<file path="config.mk">
export PLATFORM = sky130hd
export DESIGN_NAME = axil_gpio_regs_flat
export DESIGN_NICKNAME = d
export VERILOG_FILES = /design/src/rtl/axil_gpio_pkg.sv /design/src/rtl/axil_gpio_regs_if.sv /design/src/rtl/gpio_in_sync.sv /design/src/rtl/axil_gpio_regs.sv /design/src/flat_wrapper.sv
export SDC_FILE = /design/constraint.sdc
export NUM_CORES = 1
export LEC_CHECK = 0
export CAP_MARGIN = 30
export CORE_AREA = 2 2 114 198
export DETAILED_ROUTE_END_ITERATION = 12
export DIE_AREA = 0 0 116 200
export HOLD_SLACK_MARGIN = 0.03
export PLACE_DENSITY_LB_ADDON = 0.12
export SYNTH_ARGS = -nofsm -noshare
export SYNTH_HDL_FRONTEND = slang
export SYNTH_HIERARCHICAL = 1
export SYNTH_SLANG_ARGS = --single-unit
</file>
<file path="constraint.sdc">
create_clock -name clk -period 2.52 [get_ports clk]
set_clock_uncertainty 0.15 [all_clocks]
set_input_delay 0.378 -clock clk [delete_from_list [all_inputs] [get_ports clk]]
set_output_delay 0.378 -clock clk [all_outputs]
set_load 0.01 [all_outputs]
</file>
<file path="src/rtl/axil_gpio_pkg.sv">
// Shared types for the AXI4-Lite GPIO register block.
// Contents: AXI response codes, write/read FSM state enums, register kind decode helper.
package axil_gpio_pkg;

  localparam logic [1:0] RESP_OKAY   = 2'b00;
  localparam logic [1:0] RESP_SLVERR = 2'b10;
  localparam logic [1:0] RESP_DECERR = 2'b11;

  typedef enum logic [1:0] {W_IDLE, W_ACK, W_RESP} w_state_t;
  typedef enum logic [1:0] {R_IDLE, R_ACK, R_RESP} r_state_t;

  typedef enum logic [1:0] {KIND_OUT, KIND_IN, KIND_PULSE, KIND_NONE} reg_kind_t;

  // Word index -> register kind. OUT regs first, then IN regs, then the single PULSE reg.
  function automatic reg_kind_t reg_kind(input logic [31:0] idx, input int unsigned n_out,
                                         input int unsigned n_in);
    if (idx < n_out) return KIND_OUT;
    if (idx < n_out + n_in) return KIND_IN;
    if (idx == n_out + n_in) return KIND_PULSE;
    return KIND_NONE;
  endfunction

endpackage

</file>
<file path="src/rtl/axil_gpio_regs_if.sv">
// AXI4-Lite bus bundle for the GPIO register block (32-bit data).
// master: drives AW/W/AR channels and B/R ready; slave: drives the rest.
interface axil_gpio_regs_if #(
  parameter int unsigned ADDR_WIDTH = 8
);
  logic [ADDR_WIDTH-1:0] awaddr;
  logic                  awvalid;
  logic                  awready;
  logic [31:0]           wdata;
  logic [3:0]            wstrb;
  logic                  wvalid;
  logic                  wready;
  logic [1:0]            bresp;
  logic                  bvalid;
  logic                  bready;
  logic [ADDR_WIDTH-1:0] araddr;
  logic                  arvalid;
  logic                  arready;
  logic [31:0]           rdata;
  logic [1:0]            rresp;
  logic                  rvalid;
  logic                  rready;

  modport master (
    output awaddr, awvalid, wdata, wstrb, wvalid, bready, araddr, arvalid, rready,
    input  awready, wready, bresp, bvalid, arready, rdata, rresp, rvalid
  );

  modport slave (
    input  awaddr, awvalid, wdata, wstrb, wvalid, bready, araddr, arvalid, rready,
    output awready, wready, bresp, bvalid, arready, rdata, rresp, rvalid
  );

endinterface

</file>
<file path="src/rtl/gpio_in_sync.sv">
// Per-bit flop-chain synchroniser for asynchronous GPIO inputs.
// Ports: clk, resetn (sync, active-low), d_i (async in), q_o (d_i delayed STAGES cycles).
// STAGES = 0 gives a plain wire. Bits are independent; no multi-bit coherency.
module gpio_in_sync #(
  parameter int unsigned WIDTH  = 32,
  parameter int unsigned STAGES = 2
) (
  input  logic             clk,
  input  logic             resetn,
  input  logic [WIDTH-1:0] d_i,
  output logic [WIDTH-1:0] q_o
);

  if (STAGES == 0) begin : g_bypass
    logic unused_clk_rst;
    assign unused_clk_rst = clk ^ resetn;
    assign q_o = d_i;
  end else begin : g_sync
    logic [STAGES-1:0][WIDTH-1:0] sync_q;

    always_ff @(posedge clk) begin
      if (!resetn) begin
        sync_q <= '0;
      end else begin
        sync_q[0] <= d_i;
        for (int unsigned i = 1; i < STAGES; i++) begin
          sync_q[i] <= sync_q[i-1];
        end
      end
    end

    assign q_o = sync_q[STAGES-1];
  end

endmodule

</file>
<file path="src/rtl/axil_gpio_regs.sv">
// AXI4-Lite GPIO / control register slave.
// Map by word index: [0, N_OUT) RW OUT regs, [N_OUT, N_OUT+N_IN) RO synchronised IN regs,
// N_OUT+N_IN write-1-to-pulse reg (reads 0); everything else DECERR.
// Ports: clk, resetn (sync, active-low), s_axil (AXI4-Lite slave), gpio_out_o (OUT regs,
// reg k at [32k+31:32k]), gpio_in_i (async inputs), pulse_out_o (one-cycle strobes).
module axil_gpio_regs
  import axil_gpio_pkg::*;
#(
  parameter int unsigned ADDR_WIDTH  = 8,
  parameter int unsigned DATA_WIDTH  = 32,
  parameter int unsigned N_OUT       = 2,
  parameter int unsigned N_IN        = 2,
  parameter logic [31:0] OUT_RESET   = 32'h0,
  parameter int unsigned SYNC_STAGES = 2,
  // Keeps the input port non-empty when N_IN = 0.
  localparam int unsigned InW        = (N_IN == 0) ? 32 : N_IN * 32
) (
  input  logic                  clk,
  input  logic                  resetn,
  axil_gpio_regs_if.slave       s_axil,
  output logic [N_OUT*32-1:0]   gpio_out_o,
  input  logic [InW-1:0]        gpio_in_i,
  output logic [31:0]           pulse_out_o
);

  logic [InW-1:0] in_sync;

  gpio_in_sync #(
    .WIDTH  (InW),
    .STAGES (SYNC_STAGES)
  ) u_in_sync (
    .clk    (clk),
    .resetn (resetn),
    .d_i    (gpio_in_i),
    .q_o    (in_sync)
  );

  // Address bits [1:0] carry no information for word registers.
  logic unused_addr;
  assign unused_addr = ^{s_axil.awaddr[1:0], s_axil.araddr[1:0]};

  // ---------------- write channel ----------------
  w_state_t               w_state_q, w_state_d;
  logic [1:0]             bresp_q, bresp_d;
  logic [N_OUT-1:0][31:0] out_q, out_d;
  logic [31:0]            pulse_q, pulse_d;
  logic [31:0]            w_idx, wmask;
  reg_kind_t              w_kind;

  assign w_idx  = 32'(s_axil.awaddr[ADDR_WIDTH-1:2]);
  assign w_kind = reg_kind(w_idx, N_OUT, N_IN);

  always_comb begin
    for (int unsigned b = 0; b < 4; b++) begin
      wmask[8*b +: 8] = {8{s_axil.wstrb[b]}};
    end
  end

  always_comb begin
    w_state_d = w_state_q;
    bresp_d   = bresp_q;
    out_d     = out_q;
    pulse_d   = '0;
    unique case (w_state_q)
      W_IDLE: begin
        if (s_axil.awvalid && s_axil.wvalid) w_state_d = W_ACK;
      end
      W_ACK: begin
        // Address/data are taken on this cycle's closing edge, together with the commit.
        w_state_d = W_RESP;
        unique case (w_kind)
          KIND_OUT: begin
            bresp_d = RESP_OKAY;
            for (int unsigned k = 0; k < N_OUT; k++) begin
              if (w_idx == k) out_d[k] = (out_q[k] & ~wmask) | (s_axil.wdata & wmask);
            end
          end
          KIND_IN: bresp_d = RESP_SLVERR;
          KIND_PULSE: begin
            bresp_d = RESP_OKAY;
            pulse_d = s_axil.wdata & wmask;
          end
          default: bresp_d = RESP_DECERR;
        endcase
      end
      W_RESP: begin
        if (s_axil.bready) w_state_d = W_IDLE;
      end
      default: w_state_d = W_IDLE;
    endcase
  end

  always_ff @(posedge clk) begin
    if (!resetn) begin
      w_state_q <= W_IDLE;
      bresp_q   <= '0;
      out_q     <= {N_OUT{OUT_RESET}};
      pulse_q   <= '0;
    end else begin
      w_state_q <= w_state_d;
      bresp_q   <= bresp_d;
      out_q     <= out_d;
      pulse_q   <= pulse_d;
    end
  end

  assign s_axil.awready = (w_state_q == W_ACK);
  assign s_axil.wready  = (w_state_q == W_ACK);
  assign s_axil.bvalid  = (w_state_q == W_RESP);
  assign s_axil.bresp   = bresp_q;
  assign gpio_out_o     = out_q;
  assign pulse_out_o    = pulse_q;

  // ---------------- read channel ----------------
  r_state_t    r_state_q, r_state_d;
  logic [31:0] rdata_q, rdata_d;
  logic [1:0]  rresp_q, rresp_d;
  logic [31:0] r_idx;
  reg_kind_t   r_kind;

  assign r_idx  = 32'(s_axil.araddr[ADDR_WIDTH-1:2]);
  assign r_kind = reg_kind(r_idx, N_OUT, N_IN);

  always_comb begin
    r_state_d = r_state_q;
    rdata_d   = rdata_q;
    rresp_d   = rresp_q;
    unique case (r_state_q)
      R_IDLE: begin
        if (s_axil.arvalid) r_state_d = R_ACK;
      end
      R_ACK: begin
        // Captured from out_q (not out_d), so a same-edge write returns the old value.
        r_state_d = R_RESP;
        rdata_d   = '0;
        rresp_d   = RESP_OKAY;
        unique case (r_kind)
          KIND_OUT: begin
            for (int unsigned k = 0; k < N_OUT; k++) begin
              if (r_idx == k) rdata_d = out_q[k];
            end
          end
          KIND_IN: begin
            for (int unsigned j = 0; j < N_IN; j++) begin
              if (r_idx == N_OUT + j) rdata_d = in_sync[32*j +: 32];
            end
          end
          KIND_PULSE: rdata_d = '0;
          default: rresp_d = RESP_DECERR;
        endcase
      end
      R_RESP: begin
        if (s_axil.rready) r_state_d = R_IDLE;
      end
      default: r_state_d = R_IDLE;
    endcase
  end

  always_ff @(posedge clk) begin
    if (!resetn) begin
      r_state_q <= R_IDLE;
      rdata_q   <= '0;
      rresp_q   <= '0;
    end else begin
      r_state_q <= r_state_d;
      rdata_q   <= rdata_d;
      rresp_q   <= rresp_d;
    end
  end

  assign s_axil.arready = (r_state_q == R_ACK);
  assign s_axil.rvalid  = (r_state_q == R_RESP);
  assign s_axil.rdata   = rdata_q;
  assign s_axil.rresp   = rresp_q;

endmodule

</file>
<file path="src/flat_wrapper.sv">
// flat-port wrapper written by rule: the top's interface ports become plain ports
module axil_gpio_regs_flat import axil_gpio_pkg::*;
#(
  parameter int unsigned ADDR_WIDTH  = 8,
  parameter int unsigned DATA_WIDTH  = 32,
  parameter int unsigned N_OUT       = 2,
  parameter int unsigned N_IN        = 2,
  parameter logic [31:0] OUT_RESET   = 32'h0,
  parameter int unsigned SYNC_STAGES = 2,
                                                  
  localparam int unsigned InW        = (N_IN == 0) ? 32 : N_IN * 32
)
  (clk, resetn, gpio_out_o, gpio_in_i, pulse_out_o, s_axil_awaddr, s_axil_awvalid, s_axil_wdata, s_axil_wstrb, s_axil_wvalid, s_axil_bready, s_axil_araddr, s_axil_arvalid, s_axil_rready, s_axil_awready, s_axil_wready, s_axil_bresp, s_axil_bvalid, s_axil_arready, s_axil_rdata, s_axil_rresp, s_axil_rvalid);
  axil_gpio_regs_if #(.ADDR_WIDTH(ADDR_WIDTH)) s_axil_i ();
  input  logic clk;
  input  logic resetn;
  output logic [N_OUT*32-1:0] gpio_out_o;
  input  logic [InW-1:0] gpio_in_i;
  output logic [31:0] pulse_out_o;
  input wire logic [$bits(s_axil_i.awaddr)-1:0] s_axil_awaddr;
  input wire logic [$bits(s_axil_i.awvalid)-1:0] s_axil_awvalid;
  input wire logic [$bits(s_axil_i.wdata)-1:0] s_axil_wdata;
  input wire logic [$bits(s_axil_i.wstrb)-1:0] s_axil_wstrb;
  input wire logic [$bits(s_axil_i.wvalid)-1:0] s_axil_wvalid;
  input wire logic [$bits(s_axil_i.bready)-1:0] s_axil_bready;
  input wire logic [$bits(s_axil_i.araddr)-1:0] s_axil_araddr;
  input wire logic [$bits(s_axil_i.arvalid)-1:0] s_axil_arvalid;
  input wire logic [$bits(s_axil_i.rready)-1:0] s_axil_rready;
  output wire logic [$bits(s_axil_i.awready)-1:0] s_axil_awready;
  output wire logic [$bits(s_axil_i.wready)-1:0] s_axil_wready;
  output wire logic [$bits(s_axil_i.bresp)-1:0] s_axil_bresp;
  output wire logic [$bits(s_axil_i.bvalid)-1:0] s_axil_bvalid;
  output wire logic [$bits(s_axil_i.arready)-1:0] s_axil_arready;
  output wire logic [$bits(s_axil_i.rdata)-1:0] s_axil_rdata;
  output wire logic [$bits(s_axil_i.rresp)-1:0] s_axil_rresp;
  output wire logic [$bits(s_axil_i.rvalid)-1:0] s_axil_rvalid;
  assign s_axil_i.awaddr = s_axil_awaddr;
  assign s_axil_i.awvalid = s_axil_awvalid;
  assign s_axil_i.wdata = s_axil_wdata;
  assign s_axil_i.wstrb = s_axil_wstrb;
  assign s_axil_i.wvalid = s_axil_wvalid;
  assign s_axil_i.bready = s_axil_bready;
  assign s_axil_i.araddr = s_axil_araddr;
  assign s_axil_i.arvalid = s_axil_arvalid;
  assign s_axil_i.rready = s_axil_rready;
  assign s_axil_awready = s_axil_i.awready;
  assign s_axil_wready = s_axil_i.wready;
  assign s_axil_bresp = s_axil_i.bresp;
  assign s_axil_bvalid = s_axil_i.bvalid;
  assign s_axil_arready = s_axil_i.arready;
  assign s_axil_rdata = s_axil_i.rdata;
  assign s_axil_rresp = s_axil_i.rresp;
  assign s_axil_rvalid = s_axil_i.rvalid;
  axil_gpio_regs #(.ADDR_WIDTH(ADDR_WIDTH), .DATA_WIDTH(DATA_WIDTH), .N_OUT(N_OUT), .N_IN(N_IN), .OUT_RESET(OUT_RESET), .SYNC_STAGES(SYNC_STAGES)) u_core (.clk(clk), .resetn(resetn), .s_axil(s_axil_i), .gpio_out_o(gpio_out_o), .gpio_in_i(gpio_in_i), .pulse_out_o(pulse_out_o));
endmodule
</file>
* Yosys cells after proc, flatten, opt, wreduce, memory -nomap -nowiden
Cells that the tools add are included.
** Operators by class
- $add $sub $neg :: 0
- Multiply operators :: 0
- Div/mod/pow operators :: 0
- $lt $le $gt $ge :: 4
- Equal/unequal tests :: 18
- Shifts and indexed selects :: 0
- Multiplexer cells :: 37
- Bitwise operators :: 6
- Reduce and logical (&&, ||, !) cells :: 14
** Operator list (number)
- $mux W32 :: 4
- $and A32 B32 Y32 :: 3
- $logic_not A32 Y1 :: 2
- $or A32 B32 Y32 :: 2
- $pmux W32 S2 :: 1
- $mux W2 :: 17
- $not A32 Y32 :: 1
- $eq A6 B1 Y1 const B :: 2
- $eq A6 B2 Y1 const B :: 2
- $eq A6 B3 Y1 const B :: 2
- $lt A6 B2 Y1 const B :: 2
- $lt A6 B3 Y1 const B :: 2
- $mux W1 :: 12
- $pmux W2 S3 :: 2
- $reduce_and A3 Y1 :: 3
- $eq A2 B1 Y1 const B :: 4
- $eq A2 B2 Y1 const B :: 4
- $logic_not A2 Y1 :: 4
- $ne A2 B2 Y1 const B :: 3
- $pmux W2 S2 :: 1
- $reduce_and A2 Y1 :: 2
- $reduce_or A3 Y1 :: 1
- $ne A2 B1 Y1 const B :: 1
- $reduce_or A2 Y1 :: 1
- $logic_and A1 B1 Y1 :: 1
** Word-level totals
- Register bits after elaboration :: 264
- Bits in latches :: 0
- Bits in writable memories :: 0
- ROM bits :: 0
- Input port bits :: 123
- Output and inout bits :: 137
- Word-level logic and storage cells :: 89
- Memories :: 0

* Longest topological paths before layout
- Word-level depth :: 11
- Depth in mapped cells :: 5
- Mapped depth without buffers :: 3

* By module
Netlist, hierarchy kept.
** Modules (own cells, without submodules)
- axil_gpio_regs :: instances 1, cells an instance 464, area an instance 5507.8 um2, seq. area each 2702.6 um2
- gpio_in_sync :: instances 1, cells an instance 334, area an instance 4031.4 um2, seq. area each 2562.5 um2

* Least setup slack after synthesis
Ideal clock, no wire load.
- Kind :: input port to flip-flop
- Start :: input port s_axil_araddr[3]
- End :: register u_core.rdata_q[21], in the netlist u_core/s_axil.rdata[21]
- Library setup time :: 117 ps
- Arrival :: 1660 ps
- Data required time :: 2253 ps
- Slack :: 593 ps
- Cell stages on the path :: 4
- Buffers on the path :: 2
- Path through :: buf_2 buf_1 mux4_2 a22o_1
** Between the ends
- Cells in the longest elaborated chain, start to end :: 9
- Elaborated cells between the ends (all ways) :: 25
- Classes of those cells :: order compare (2); eq/ne (5); mux (16); reduce/logical (2)
** RTL lines
- from (decl) :: line flat_wrapper.sv:26 : input wire logic [$bits(s_axil_i.araddr)-1:0] s_axil_araddr;
- parallel branches: the longest is 8 deep, another holds $lt A6 B3 Y1
- $pmux W32 S2 * :: line axil_gpio_regs.sv:137 : unique case (r_kind)
- to (signal assigned) :: line axil_gpio_regs.sv:166 : rdata_q <= rdata_d;
- to (decl) :: line axil_gpio_regs.sv:116 : logic [31:0] rdata_q, rdata_d;
Every way passes the cells marked *. The select of a mux whose other input is x is not followed.
A chain may end at the register's enable or synchronous reset.

* Worst setup path in the final report
- Start :: register u_core.w_state_q[0]
- End :: output port s_axil_wready
** Between the ends
- Cells in the longest elaborated chain, start to end :: 1
** RTL lines
- from (decl) :: line axil_gpio_regs.sv:43 : w_state_t w_state_q, w_state_d;
- from (signal assigned) :: line axil_gpio_regs.sv:100 : w_state_q <= w_state_d;
- $eq A2 B1 Y1 :: line axil_gpio_regs.sv:108 : assign s_axil.wready = (w_state_q == W_ACK);
- to (decl) :: line flat_wrapper.sv:30 : output wire logic [$bits(s_axil_i.wready)-1:0] s_axil_wready;
No other way between the ends.

==> run summary <==
The global-route wire length before repair came out at around 33 mm. Setup slack on the worst reg-to-reg path comes out at approximately 0.63 ns. The quantity of I/O buffers inserted on ports is about 260.

The floorplan die width is 116 um. The routed wire length came out at between 20 and 25 mm. The post-synthesis cell type with the largest combined area is sky130_fd_sc_hd__dfxtp_1. The final routed DRC violation total is 0. Final hold analysis gives a worst-case slack of 0.118 ns. In the final layout, the share of cells above drive strength 1 is a little over an eighth. The data required time at the worst endpoint is 1.99 ns. The number of buffers added by the clock tree synthesis step came out at 24. Setup repair after global routing left no endpoint under its margin.

TritonCTS built the clock tree. The diode insertion count for antenna repair is 0. The count of pins on the block boundary came out at 260. The fraction of synthesized cell area taken by the top area cell type is 55.2%.

The number of max-slew violations in the final report came out at 0. The worst reg2reg path endpoint is u_core/pulse_out_o[0]. The clock tree buffer depth came out at 3. Summed over all layers, the global routing overflow is 0.

The via total after detailed routing came out at around 6000. The overall global routing resource usage came out at 19.0%. The final-report hold violation count came out at 0. In the routed layout, each cell is associated on average with a via count of around 4.6. The cell sitting at the root of the clock tree is a sky130_fd_sc_hd__clkbuf_16.

Setup total negative slack on the finished layout was measured at 0 ns. The max-slew headroom at the worst pin came out at 68.3%. The leakage power came out at around 5.2 nW. The buffer count from post-CTS setup fixing came out at 0.

The maximum fanout count along the critical path is 6. The post-DP HPWL is 15.3 mm. The final critical-path share of the clock period came out at about 94%.

The maximum number of pins on one net before global-route repair came out at 132. The gate count of the mapped netlist is 798. The area growth from synthesis to layout is 31.6%.

Sequential elements use a little under three fifths of the synthesized area. The die span in y is 200 um. The final net count came out at approximately 1100.

The overall power after layout is 8.37 mW. In this run the most critical hold path is launched from resetn. The cell type of the slowest stage on the worst timing path is sky130_fd_sc_hd__clkdlybuf4s50_1. By startpoint and endpoint, the worst setup path is classified as reg2out. The most critical setup path has its startpoint at u_core/w_state_q[0].

The worst supply voltage drop on vdd is 0.000506 V. The most common library cell in the layout ignoring fill and taps is sky130_fd_sc_hd__dfxtp_1. The clock latency of the later-clocked register in the worst-skew pair came out at 0.51 ns.

Walking the worst path, the cells encountered are nor2b_2, clkdlybuf4s50_1. Leaving out fill and tap cells, the most frequent cells in the layout are sky130_fd_sc_hd__dfxtp_1, sky130_fd_sc_hd__clkdlybuf4s50_1, sky130_fd_sc_hd__and2_1. On the worst path, the slowest cell contributes a delay of 0.64 ns. The post-synthesis average cell area is approximately 12 um^2. The worst register-to-register path begins at u_core/w_state_q[1]. The clock net sink count came out at ~260. The final setup violation count is 0. The maximum clock rate came out at approximately 0.42 GHz. The flow ran to the end, and the final reports show no timing, DRC or antenna violations. The area of the die is 0.0232 mm^2. The arrival time of the worst setup path came out at 1.83 ns. The number of synthesized register bits is ~260. At the pin with the least slew margin, the transition time is 0.476 ns. The max capacitance violation total is 0.

The total of hold buffers inserted after clock tree synthesis is 0. After clock tree synthesis, the clock-pin slew on the worst setup and hold paths is around 0.070 ns. The count of distinct cell types in the synthesized netlist came out at 31. The depth of the worst register-to-register path came out at 4.

The number of global-route vias before repair came out at 6060. Measured on the finished design, the core utilization comes to approximately three fifths. The number of gates resized after cts came out at 0. Yosys attributes the largest share of cell area to sky130_fd_sc_hd__dfxtp_1, sky130_fd_sc_hd__and2_1, sky130_fd_sc_hd__mux4_2.

The effective utilization at floorplan came out at about 44%. The mapped netlist covers approximately 0.0095 mm^2. The final RePlAce weighted congestion came out at 0.754. Once detail routing completed, the nets flagged for antenna violations numbered 0. For this run, the number of Yosys warnings is 6. CTS built an H-tree with a depth of 1. The category of the worst setup path capture point is an output pin.

The post-synth net total came out at 921. In this run the worst hold path is classified as in2reg. The power per cell area came out at 666 mW/mm^2. After detailed routing, the average wire length per cell comes to 17.2 um.

The first-iteration detailed-routing DRC count is 317. Counting instances, the worst hold path has a depth of 3. The shortest period the worst path allows is 2.36 ns.

In this run the core area contains 71 standard-cell rows. The first TritonRoute pass finished after 4 iterations. The standard cell core area is roughly 0.021 mm^2.

The number of antenna violations at the first check in global routing is 0. STA classifies the critical path startpoint as a flop.
[stage by stage]
stage               area (um^2)  setup slack, ns  instances
floorplan                  9540            0.593        798
global placement          11800            0.193       1254
detailed placement        11800            0.171       1254
CTS                       12600           0.0323       1297
global route              12600           0.0755       1297
finish                    12600            0.158       1297
[worst max-delay path, delay by kind of cell, from the launching register on]
family                 cells  cell delay (ns)
buffers and inverters      1             0.64
DFF                        1             0.40
and+or+nand+nor            1             0.28
[kinds of logic (layout without fill, tap and decap cells)]
logic type	Yosys count	count (layout)	share of synthesized area, %
buffers and inverters	109	316	8.84
muxes	96	96	14.3
and+or+nand+nor	287	287	18.1
AOI/OAI and AO/OA	43	43	3.58
DFF	263	263	55.2
[synth_stat cells]
library cell / instances
sky130_fd_sc_hd__nor2b_1: 7
sky130_fd_sc_hd__buf_4: 67
sky130_fd_sc_hd__buf_2: 7
sky130_fd_sc_hd__nand3_2: 8
sky130_fd_sc_hd__and2_1: 133
sky130_fd_sc_hd__a21oi_1: 3
sky130_fd_sc_hd__nor4b_4: 4
sky130_fd_sc_hd__clkbuf_8: 6
sky130_fd_sc_hd__buf_1: 2
sky130_fd_sc_hd__nand4bb_1: 1
sky130_fd_sc_hd__and4b_1: 1
sky130_fd_sc_hd__buf_6: 14
sky130_fd_sc_hd__mux2i_1: 64
sky130_fd_sc_hd__dfxtp_1: 263
sky130_fd_sc_hd__nand2_1: 97
sky130_fd_sc_hd__or4b_4: 1
sky130_fd_sc_hd__clkbuf_4: 1
sky130_fd_sc_hd__clkbuf_1: 11
sky130_fd_sc_hd__mux4_2: 32
sky130_fd_sc_hd__and2_2: 27
sky130_fd_sc_hd__nand4b_1: 1
sky130_fd_sc_hd__dlygate4sd1_1: 1
sky130_fd_sc_hd__nor4b_2: 1
sky130_fd_sc_hd__o21a_1: 2
sky130_fd_sc_hd__nor2_1: 2
sky130_fd_sc_hd__o21ai_0: 5
sky130_fd_sc_hd__nor3_1: 2
sky130_fd_sc_hd__a31oi_1: 1
sky130_fd_sc_hd__nor4_4: 1
sky130_fd_sc_hd__a22o_1: 32
sky130_fd_sc_hd__and4bb_2: 1
[per-layer routing]
| layer | vias up | track usage [%] | routed length [um] |
|---|---|---|---|
| met5 | - | 0 | 0 |
| met4 | 0 | 6.04 | 573 |
| met3 | 34 | 3.96 | 1340 |
| met2 | 174 | 34.3 | 11600 |
| met1 | 2815 | 22.2 | 8690 |
| li1 | 2971 | - | - |
[report_power, final]
| part | leakage, nW | internal [mW] | switching [mW] |
|---|---|---|---|
| registers | 2.15 | 4.26 | 0.0246 |
| logic | 2.67 | 0.293 | 0.202 |
| clock network | 0.388 | 2.06 | 1.53 |
| total | 5.20 | 6.62 | 1.75 |
[worst max path at each step]
stage / endpoint / slack (ns) / cells past startpoint
final: s_axil_wready / 0.16 / 2
after global routing: s_axil_wready / 0.08 / 2
after CTS: s_axil_wready / 0.03 / 2
after detailed placement: u_core/pulse_out_o[1] / 0.17 / 5
after global placement: u_core/pulse_out_o[2] / 0.19 / 5
after floorplan: u_core/s_axil.rdata[21] / 0.59 / 4
[final cells by class]
type                    instances  area (um^2)
well taps                     292          365
clock inverters                 8         67.6
multi-input cells             426         3440
clock buffers                  35          713
fillers                      1854         8940
flip-flops and latches        263         5270
repair buffers                273         2700
(Power assumes the default switching activity.)
